**config.mk**
```make
export PLATFORM = sky130hd
export DESIGN_NAME = icap_rr_arbiter
export DESIGN_NICKNAME = d
export VERILOG_FILES = /design/src/rtl/icap_arb_pkg.sv /design/src/rtl/icap_rr_pick.sv /design/src/rtl/icap_rr_arbiter.sv
export SDC_FILE = /design/constraint.sdc
export NUM_CORES = 1
export LEC_CHECK = 0
export CORE_UTILIZATION = 38
export DETAILED_ROUTE_END_ITERATION = 10
export PLACE_DENSITY = 0.88
export SLEW_MARGIN = 20
export SYNTH_ARGS = -nofsm -noshare
export SYNTH_HDL_FRONTEND = slang
export SYNTH_SLANG_ARGS = --single-unit
```
**constraint.sdc**
```tcl
create_clock -name icap_clk -period 3.4 [get_ports icap_clk]
set_input_delay 0.34 -clock icap_clk [delete_from_list [all_inputs] [get_ports icap_clk]]
set_output_delay 0.34 -clock icap_clk [all_outputs]
set_load 0.05 [all_outputs]
```
**src/rtl/icap_arb_pkg.sv**
```systemverilog
// icap_arb_pkg: shared definitions for the ICAP round-robin arbiter.
//   - arb_state_e : arbiter FSM encoding (IDLE=0, GRANT=1, RELEASE=2, GAP=3)
//   - ICAP_W      : ICAP data width
//   - IDLE_*      : values driven onto the ICAP when no master owns it
//   - tmo_width() : width of the release-timeout counter for a given limit
package icap_arb_pkg;

  typedef enum logic [1:0] {
    ST_IDLE    = 2'd0,
    ST_GRANT   = 2'd1,
    ST_RELEASE = 2'd2,
    ST_GAP     = 2'd3
  } arb_state_e;

  localparam int ICAP_W = 32;

  localparam logic              IDLE_CSIB  = 1'b1;
  localparam logic              IDLE_RDWRB = 1'b1;
  localparam logic [ICAP_W-1:0] IDLE_DATA  = '0;

  // A disabled timeout (0 cycles) still gets a 1-bit counter so the
  // declaration stays legal.
  function automatic int tmo_width(input int cycles);
    return (cycles < 1) ? 1 : $clog2(cycles + 1);
  endfunction

endpackage

```
**src/rtl/icap_rr_pick.sv**
```systemverilog
// icap_rr_pick: combinational round-robin priority encoder.
//   req   in  NUM_REQ  request vector
//   ptr   in  IW       index to start scanning from (wraps modulo NUM_REQ)
//   found out 1        at least one request is set
//   idx   out IW       first set request at or after ptr; 0 when none
module icap_rr_pick #(
  parameter  int NUM_REQ = 4,
  localparam int IW      = $clog2(NUM_REQ)
) (
  input  logic [NUM_REQ-1:0] req,
  input  logic [IW-1:0]      ptr,
  output logic               found,
  output logic [IW-1:0]      idx
);

  always_comb begin : scan
    int j;
    j     = 0;
    found = 1'b0;
    idx   = '0;
    for (int i = 0; i < NUM_REQ; i++) begin
      j = int'(ptr) + i;
      if (j >= NUM_REQ) j = j - NUM_REQ;
      if (!found && req[IW'(j)]) begin
        found = 1'b1;
        idx   = IW'(j);
      end
    end
  end

endmodule

```
**src/rtl/icap_rr_arbiter.sv**
```systemverilog
// icap_rr_arbiter: shares one ICAP primitive between NUM_REQ configuration
// masters with round-robin fairness and multiplexes the ICAP write side.
//   icap_clk, icap_resetn    clock, asynchronous active-low reset
//   arb_req/arb_gnt/arb_rel  per-requester REQ/GNT/REL handshake
//   arb_lock                 owner keeps the ICAP (defers release/timeout)
//   req_icap_csib/rdwrb/i    per-requester ICAP write-side signals
//   icap_csib/rdwrb/i        muxed ICAP write side
//   owner_valid, owner_id    current owner (id is 0 when none)
//   timeout_pulse            one cycle on each forced revoke
//   arb_state                FSM state (arb_state_e encoding) for observation
//
// Handshake: a master raises REQ and keeps it high for as long as it wants
// the ICAP. GNT (registered, one-hot or zero) tells it that it owns the ICAP
// from the following cycle on. When someone else is waiting the owner sees
// REL; it must finish its sequence and drop REQ, which ends its ownership at
// the next edge. REL is never withdrawn while the owner holds the grant. An
// owner that ignores REL (and holds no lock) loses GNT after TIMEOUT_CYCLES.
module icap_rr_arbiter
  import icap_arb_pkg::*;
#(
  parameter  int NUM_REQ        = 4,
  parameter  int TIMEOUT_CYCLES = 1024,
  localparam int IW             = $clog2(NUM_REQ)
) (
  input  logic                      icap_clk,
  input  logic                      icap_resetn,
  input  logic [NUM_REQ-1:0]        arb_req,
  output logic [NUM_REQ-1:0]        arb_gnt,
  output logic [NUM_REQ-1:0]        arb_rel,
  input  logic [NUM_REQ-1:0]        arb_lock,
  input  logic [NUM_REQ-1:0]        req_icap_csib,
  input  logic [NUM_REQ-1:0]        req_icap_rdwrb,
  input  logic [ICAP_W*NUM_REQ-1:0] req_icap_i,
  output logic                      icap_csib,
  output logic                      icap_rdwrb,
  output logic [ICAP_W-1:0]         icap_i,
  output logic                      owner_valid,
  output logic [IW-1:0]             owner_id,
  output logic                      timeout_pulse,
  output logic [1:0]                arb_state
);

  localparam int            TW       = tmo_width(TIMEOUT_CYCLES);
  localparam bit            TMO_EN   = (TIMEOUT_CYCLES > 0);
  localparam logic [TW-1:0] TMO_LAST = TW'((TIMEOUT_CYCLES > 0) ? TIMEOUT_CYCLES - 1 : 0);

  arb_state_e         state_q, state_d;
  logic [NUM_REQ-1:0] gnt_q, gnt_d;
  logic [NUM_REQ-1:0] rel_q, rel_d;
  logic               owner_valid_q, owner_valid_d;
  logic [IW-1:0]      owner_id_q, owner_id_d;
  logic [IW-1:0]      rr_ptr_q, rr_ptr_d;
  logic [TW-1:0]      tmo_cnt_q, tmo_cnt_d;
  logic               tmo_pulse_q, tmo_pulse_d;

  logic               pick_found;
  logic [IW-1:0]      pick_idx;
  logic               owner_req;
  logic               owner_lock;
  logic               others_req;

  icap_rr_pick #(.NUM_REQ(NUM_REQ)) u_pick (
    .req   (arb_req),
    .ptr   (rr_ptr_q),
    .found (pick_found),
    .idx   (pick_idx)
  );

  assign owner_req  = arb_req[owner_id_q];
  assign owner_lock = arb_lock[owner_id_q];
  // gnt_q masks out the owner itself; it is zero outside GRANT/RELEASE.
  assign others_req = |(arb_req & ~gnt_q);

  always_ff @(posedge icap_clk or negedge icap_resetn) begin
    if (!icap_resetn) begin
      state_q       <= ST_IDLE;
      gnt_q         <= '0;
      rel_q         <= '0;
      owner_valid_q <= 1'b0;
      owner_id_q    <= '0;
      rr_ptr_q      <= '0;
      tmo_cnt_q     <= '0;
      tmo_pulse_q   <= 1'b0;
    end else begin
      state_q       <= state_d;
      gnt_q         <= gnt_d;
      rel_q         <= rel_d;
      owner_valid_q <= owner_valid_d;
      owner_id_q    <= owner_id_d;
      rr_ptr_q      <= rr_ptr_d;
      tmo_cnt_q     <= tmo_cnt_d;
      tmo_pulse_q   <= tmo_pulse_d;
    end
  end

  always_comb begin
    state_d       = state_q;
    gnt_d         = gnt_q;
    rel_d         = rel_q;
    owner_valid_d = owner_valid_q;
    owner_id_d    = owner_id_q;
    rr_ptr_d      = rr_ptr_q;
    tmo_cnt_d     = tmo_cnt_q;
    tmo_pulse_d   = 1'b0;

    case (state_q)
      ST_IDLE, ST_GAP: begin
        if (pick_found) begin
          gnt_d           = '0;
          gnt_d[pick_idx] = 1'b1;
          owner_id_d      = pick_idx;
          owner_valid_d   = 1'b1;
          rr_ptr_d        = (pick_idx == IW'(NUM_REQ - 1)) ? '0 : pick_idx + IW'(1);
          state_d         = ST_GRANT;
        end else begin
          state_d = ST_IDLE;
        end
      end

      ST_GRANT: begin
        if (!owner_req) begin
          gnt_d         = '0;
          owner_valid_d = 1'b0;
          owner_id_d    = '0;
          state_d       = ST_GAP;
        end else if (others_req && !owner_lock) begin
          rel_d[owner_id_q] = 1'b1;
          tmo_cnt_d         = '0;
          state_d           = ST_RELEASE;
        end
      end

      ST_RELEASE: begin
        if (!owner_req) begin
          gnt_d         = '0;
          rel_d         = '0;
          owner_valid_d = 1'b0;
          owner_id_d    = '0;
          state_d       = ST_GAP;
        end else if (owner_lock) begin
          // Locked owner: REL stays up, the timeout clock is frozen.
          tmo_cnt_d = tmo_cnt_q;
        end else if (TMO_EN && (tmo_cnt_q == TMO_LAST)) begin
          gnt_d         = '0;
          rel_d         = '0;
          owner_valid_d = 1'b0;
          owner_id_d    = '0;
          tmo_pulse_d   = 1'b1;
          state_d       = ST_GAP;
        end else if (tmo_cnt_q != '1) begin
          tmo_cnt_d = tmo_cnt_q + TW'(1);
        end
      end

      default: state_d = ST_IDLE;
    endcase
  end

  // Write-side mux driven only from registered ownership, so the ICAP sees
  // the idle values for the whole GAP cycle between two owners.
  always_comb begin
    icap_csib  = IDLE_CSIB;
    icap_rdwrb = IDLE_RDWRB;
    icap_i     = IDLE_DATA;
    for (int k = 0; k < NUM_REQ; k++) begin
      if (owner_valid_q && (owner_id_q == IW'(k))) begin
        icap_csib  = req_icap_csib[k];
        icap_rdwrb = req_icap_rdwrb[k];
        icap_i     = req_icap_i[k*ICAP_W +: ICAP_W];
      end
    end
  end

  assign arb_gnt       = gnt_q;
  assign arb_rel       = rel_q;
  assign owner_valid   = owner_valid_q;
  assign owner_id      = owner_id_q;
  assign timeout_pulse = tmo_pulse_q;
  assign arb_state     = state_q;

endmodule
```
# Yosys cells after proc, flatten, opt, wreduce, memory -nomap -nowiden
# Index checks and enable logic that the tools add are counted.
[totals]
regBits = 27
inputBits = 146
output_inout_bits = 48
word_cells = 160
[op_classes]
add_sub_neg = 9
magnitude_cmp = 12
n_eq_ne = 20
mux = 84
bitwise = 3
n_reduce_logical = 24
[op_table]
columns = ["op", "n"]
rows = [
  ["$mux W32", 4],
  ["$mux W11", 6],
  ["$mux W2", 19],
  ["$mux W1", 34],
  ["$mux W4", 7],
  ["$pmux W11 S2", 1],
  ["$lt A2 B4 Y1 const B", 4],
  ["$ne A2 B2 Y1 const B", 8],
  ["$bmux W1 S2", 6],
  ["$pmux W2 S3", 2],
  ["$pmux W4 S3", 1],
  ["$add A11 B1 Y11 const B", 1],
  ["$eq A11 B10 Y1 const B", 1],
  ["$ne A11 B11 Y1 const B", 1],
  ["$eq A2 B2 Y1 const B", 5],
  ["$logic_and A1 B1 Y1", 10],
  ["$ge A3 B3 Y1 const B", 3],
  ["$ne A3 B3 Y1 const B", 3],
  ["$pmux W4 S2", 1],
  ["$sub A2 B1 Y2 const B", 4],
  ["$reduce_and A7 Y1", 1],
  ["$add A2 B2 Y3 const B", 2],
  ["$lt A2 B3 Y1 const B", 2],
  ["$reduce_and A5 Y1", 1],
  ["18 further kinds", 25],
]

# Logic depth before layout (Yosys ltp)
[logic_depth]
ltp_word = 21
ltp_mapped = 7
depth_no_buf = 7

# Hierarchy
# Synthesis repeated with hierarchy kept, for this count alone.
[unflattened]
cells_unflattened = 250
area_unflattened_um2 = 2706.3
[modules_own_cells]
columns = ["mod", "n_inst", "cells_each", "area_per_inst_um2", "seq_area_each_um2"]
rows = [
  ["icap_rr_arbiter", 1, 235, 2628.8, 675.6],
  ["icap_rr_pick", 1, 15, 77.6, 0.0],
]

# Worst setup path before layout
# OpenSTA, ideal clock, no wires.
[synth_timing]
kind = "register to output"
startpoint = "register owner_id_q[0], in the netlist owner_id[0]"
endpoint = "output port icap_i[23]"
arrival_ns = 2.286
t_required_ns = 3.060
setup_slack_ns = 0.774
stages_incl_launch_ff = 6
n_path_buf = 3
cell_sequence = "dfrtp_1 > buf_6 > buf_2 > buf_2 > mux4_2 > and2_1"
[synth_between]
elab_chain_len = 6
word_cells_on_any_way = 12
classes_between = "3 x eq/ne; 4 x mux; 5 x reduce/logical"
[synth_rtl]
columns = ["element", "line_no", "source"]
rows = [
  ["start: declaration", "icap_rr_arbiter.sv:51", "logic [IW-1:0] owner_id_q, owner_id_d;"],
  ["start signal: assignment", "icap_rr_arbiter.sv:89", "owner_id_q <= owner_id_d;"],
  ["$logic_not A2 Y1", "icap_rr_arbiter.sv:166", "if (owner_valid_q && (owner_id_q == IW'(k))) begin"],
  ["$logic_and A1 B1 Y1", "icap_rr_arbiter.sv:166", ""],
  ["$mux W32 (3 in a row)", "icap_rr_arbiter.sv:166", ""],
  ["$mux W32 (*)", "icap_rr_arbiter.sv:166", ""],
  ["end: declaration", "icap_rr_arbiter.sv:36", "output logic [ICAP_W-1:0] icap_i,"],
]
# Every way passes the cells marked *; elsewhere a longest branch is shown, timed or not.

# Worst setup path after layout
[layout_timing]
startpoint = "register owner_id_q[0], in the netlist owner_id[0]"
endpoint = "output port icap_i[20]"
# Same word-level chain as after synthesis.

==> reports/qor.yml <==
status: "completed"
vias: 2932
yosys_most_used_dff: "dfrtp_1"
fin_area_sq_um: 4736
final.setup.tns_ps: 0
skew_ps: 4.220
vias_per_cell: 5.480
core-area_sq_um: 6794
dp_hpwl_mm: 7.989
setup_viol: 0
synth.distinct_cells: 41
cts_tree: "built"
synth_area_sq_um: 2665
fmax_mhz: 338.6
yosys-top-cells-area: "mux4_2 30%, dfrtp_1 25%, and2_1 7.7%"
final_nets: 593
rsz0062_at_grt: "no"
peakVddDrop_v: 0.0006405
synth_common_cells: "36 x mux4_2, 33 x and2_1, 27 x dfrtp_1, 17 x a21oi_1, 14 x o21ai_0"
finalPower_mw: 3.638
synth_edf_count: 0
antenna_found_initial: 0
die_y_microns: 85.75
dp_cells: 531
relSlewSlack: 0.3693
leakagePower_nw: 1.782
slowest_delay_ps: 690
synth_seq_cells: 27
netlist_instances: 254
rr_worst_depth: 5
layout_setup_ws_ps: 446.7
die_w_microns: 85.75
start_util: 0.3923
syn_avg_cell_area_sq_um: 10.49
hold_class: "in2async"
cts_buffer_depth: 2
post_cts_resized: 0
synth_area_leader_cell: "mux4_2"
reg2reg_to: "tmo_cnt_q[7]"
cp_top_family: "buffers and inverters"
rrSetupSlack_ps: 640
whs_ps: 422.6
tightest_slew_ps: 946.1
htree_levels: 1
fin_util: 0.6971
synth_most_common_cell: "mux4_2"
power_density_nw_per_um2: 768.3
synth_top_area_share: 0.3042
p_clk_frac: 0.052
grt_pass1_wl_mm: 14.59
dpl_cell_area_sq_um: 4687
dr.first_iter.drc_count: 104
cts_buffers: 3
ant_nets: 0
slowest_stage: "clkdlybuf4s50_1"
p_int_mw: 1.725
yosysWarningCount: 0
power_switching_mw: 1.913
grt.total_usage: 0.2568
crit_type: "reg2out"
fin_crit_sh: 0.8686
fill_cells: 521
p_comb_frac: 0.762
grt_start_max_net_pins: 44
cts_root_buf: "clkbuf_8"
reg2reg_from: "owner_id[1]"
hold_viol: 0
insertion_delay_ps: 280
start_kind: "flop"
layout-drive-gt1-share: 0.1253
grt_overflow: 0
drv_slew: 0
gp_congestion: 0.8903
synth_async_sr_flop_share: 1.000
critPathBufInv: 2
grt_pass1_vias: 2846
wl_per_cell_microns: 18.05
clock_sinks: 27
pwr-share-seq: 0.185
crit_arrival_ps: 2610
drc: 0
syn_to_final_growth_pct: 77.70
io_buffers: 193
hold_buffers: 0
crit_fanout: 12
die-area_sq_um: 7352
cp-end-kind: "output pin"
clk_pin_slew_ps: 100
io_pins: 194
max_cap_violations: 0
antennaDiodeCount: 0
switching_share: 0.5259
syn-num-nets: 407
required_ps: 3060
path_cells: "buf_4, mux4_2, and2_1, clkdlybuf4s50_1"
postCtsSetupBuffers: 0
drt_wl_total_mm: 9.655
row_count: 30
ys_seq_area_frac: 0.2535
fin_cells: 535
period_minus_slack_ps: 2953
dr.pass1.iters: 4
post-place-ws_ps: 655.6
[kinds of logic (layout without fill, tap and decap cells)]
kind of cell	after synthesis	count (layout)	share of synthesized area
buffers and inverters	28	213	0.04648
AOI/OAI and AO/OA	48	48	0.1094
and+or+nand+nor	100	100	0.2221
DFF	27	27	0.2535
adders and majority gates	7	7	0.03286
muxes	44	44	0.3357
[power by group through the flow]
stage / combinational [mW] / clock, mW / sequential, mW
2_1_floorplan: 1.80 / 0 / 0.760
3_3_place_gp: 2.72 / 0 / 0.667
3_5_place_dp: 2.77 / 0 / 0.678
4_1_cts: 2.78 / 0.190 / 0.671
5_1_grt: 2.93 / 0.206 / 0.706
6_report: 2.77 / 0.190 / 0.675
[sequential cells by signal, summed over array words and instances, names as in the netlist]
signal         count
owner_valid        1
rr_ptr_q           2
arb_rel            4
timeout_pulse      1
tmo_cnt_q         11
owner_id           2
arb_gnt            4
arb_state          2
[worst max-delay path by stage]
| stage | slack (ps) | startpoint | cells after the start | end |
|---|---|---|---|---|
| finish | 450 | owner_id[0] | 4 | icap_i[20] |
| global route | 330 | owner_id[0] | 4 | icap_i[24] |
| CTS | 420 | owner_id[0] | 4 | icap_i[20] |
| detailed placement | 660 | arb_req[1] | 6 | tmo_cnt_q[0] |
| global placement | 750 | arb_req[1] | 6 | tmo_cnt_q[0] |
| floorplan | 770 | owner_id[0] | 5 | icap_i[23] |
[layout make-up]
type                    instances  area, sq um  area share
clock buffers                   3        41.29    0.008719
multi-input cells             199         1866      0.3939
inverters                      11        41.29    0.008719
clock inverters                 1        7.507    0.001585
repair buffers                198         1982      0.4185
flip-flops and latches         27        678.2      0.1432
well taps                      96        120.1     0.02536
[layer usage]
metal	up-vias	global-route usage	part of all wire
li1	1351	-	-
met1	1408	0.3075	0.38
met2	135	0.4436	0.50
met3	38	0.04909	0.073
met4	0	0.1273	0.044
met5	-	0	0
[cells in the final DEF, fill, tap and decap left out, drive strengths merged, types with 6 or more instances in the layout]
master | Yosys | layout
nand2 | 12 | 12
clkdlybuf4s50 | 0 | 193
ha | 7 | 7
and3 | 6 | 6
nor2b | 6 | 6
o21ai | 14 | 14
dfrtp | 27 | 27
mux4 | 36 | 36
inv | 11 | 11
and2 | 33 | 33
nor2 | 9 | 9
a21oi | 17 | 17
No activity file was read; power rests on OpenSTA's default activity.
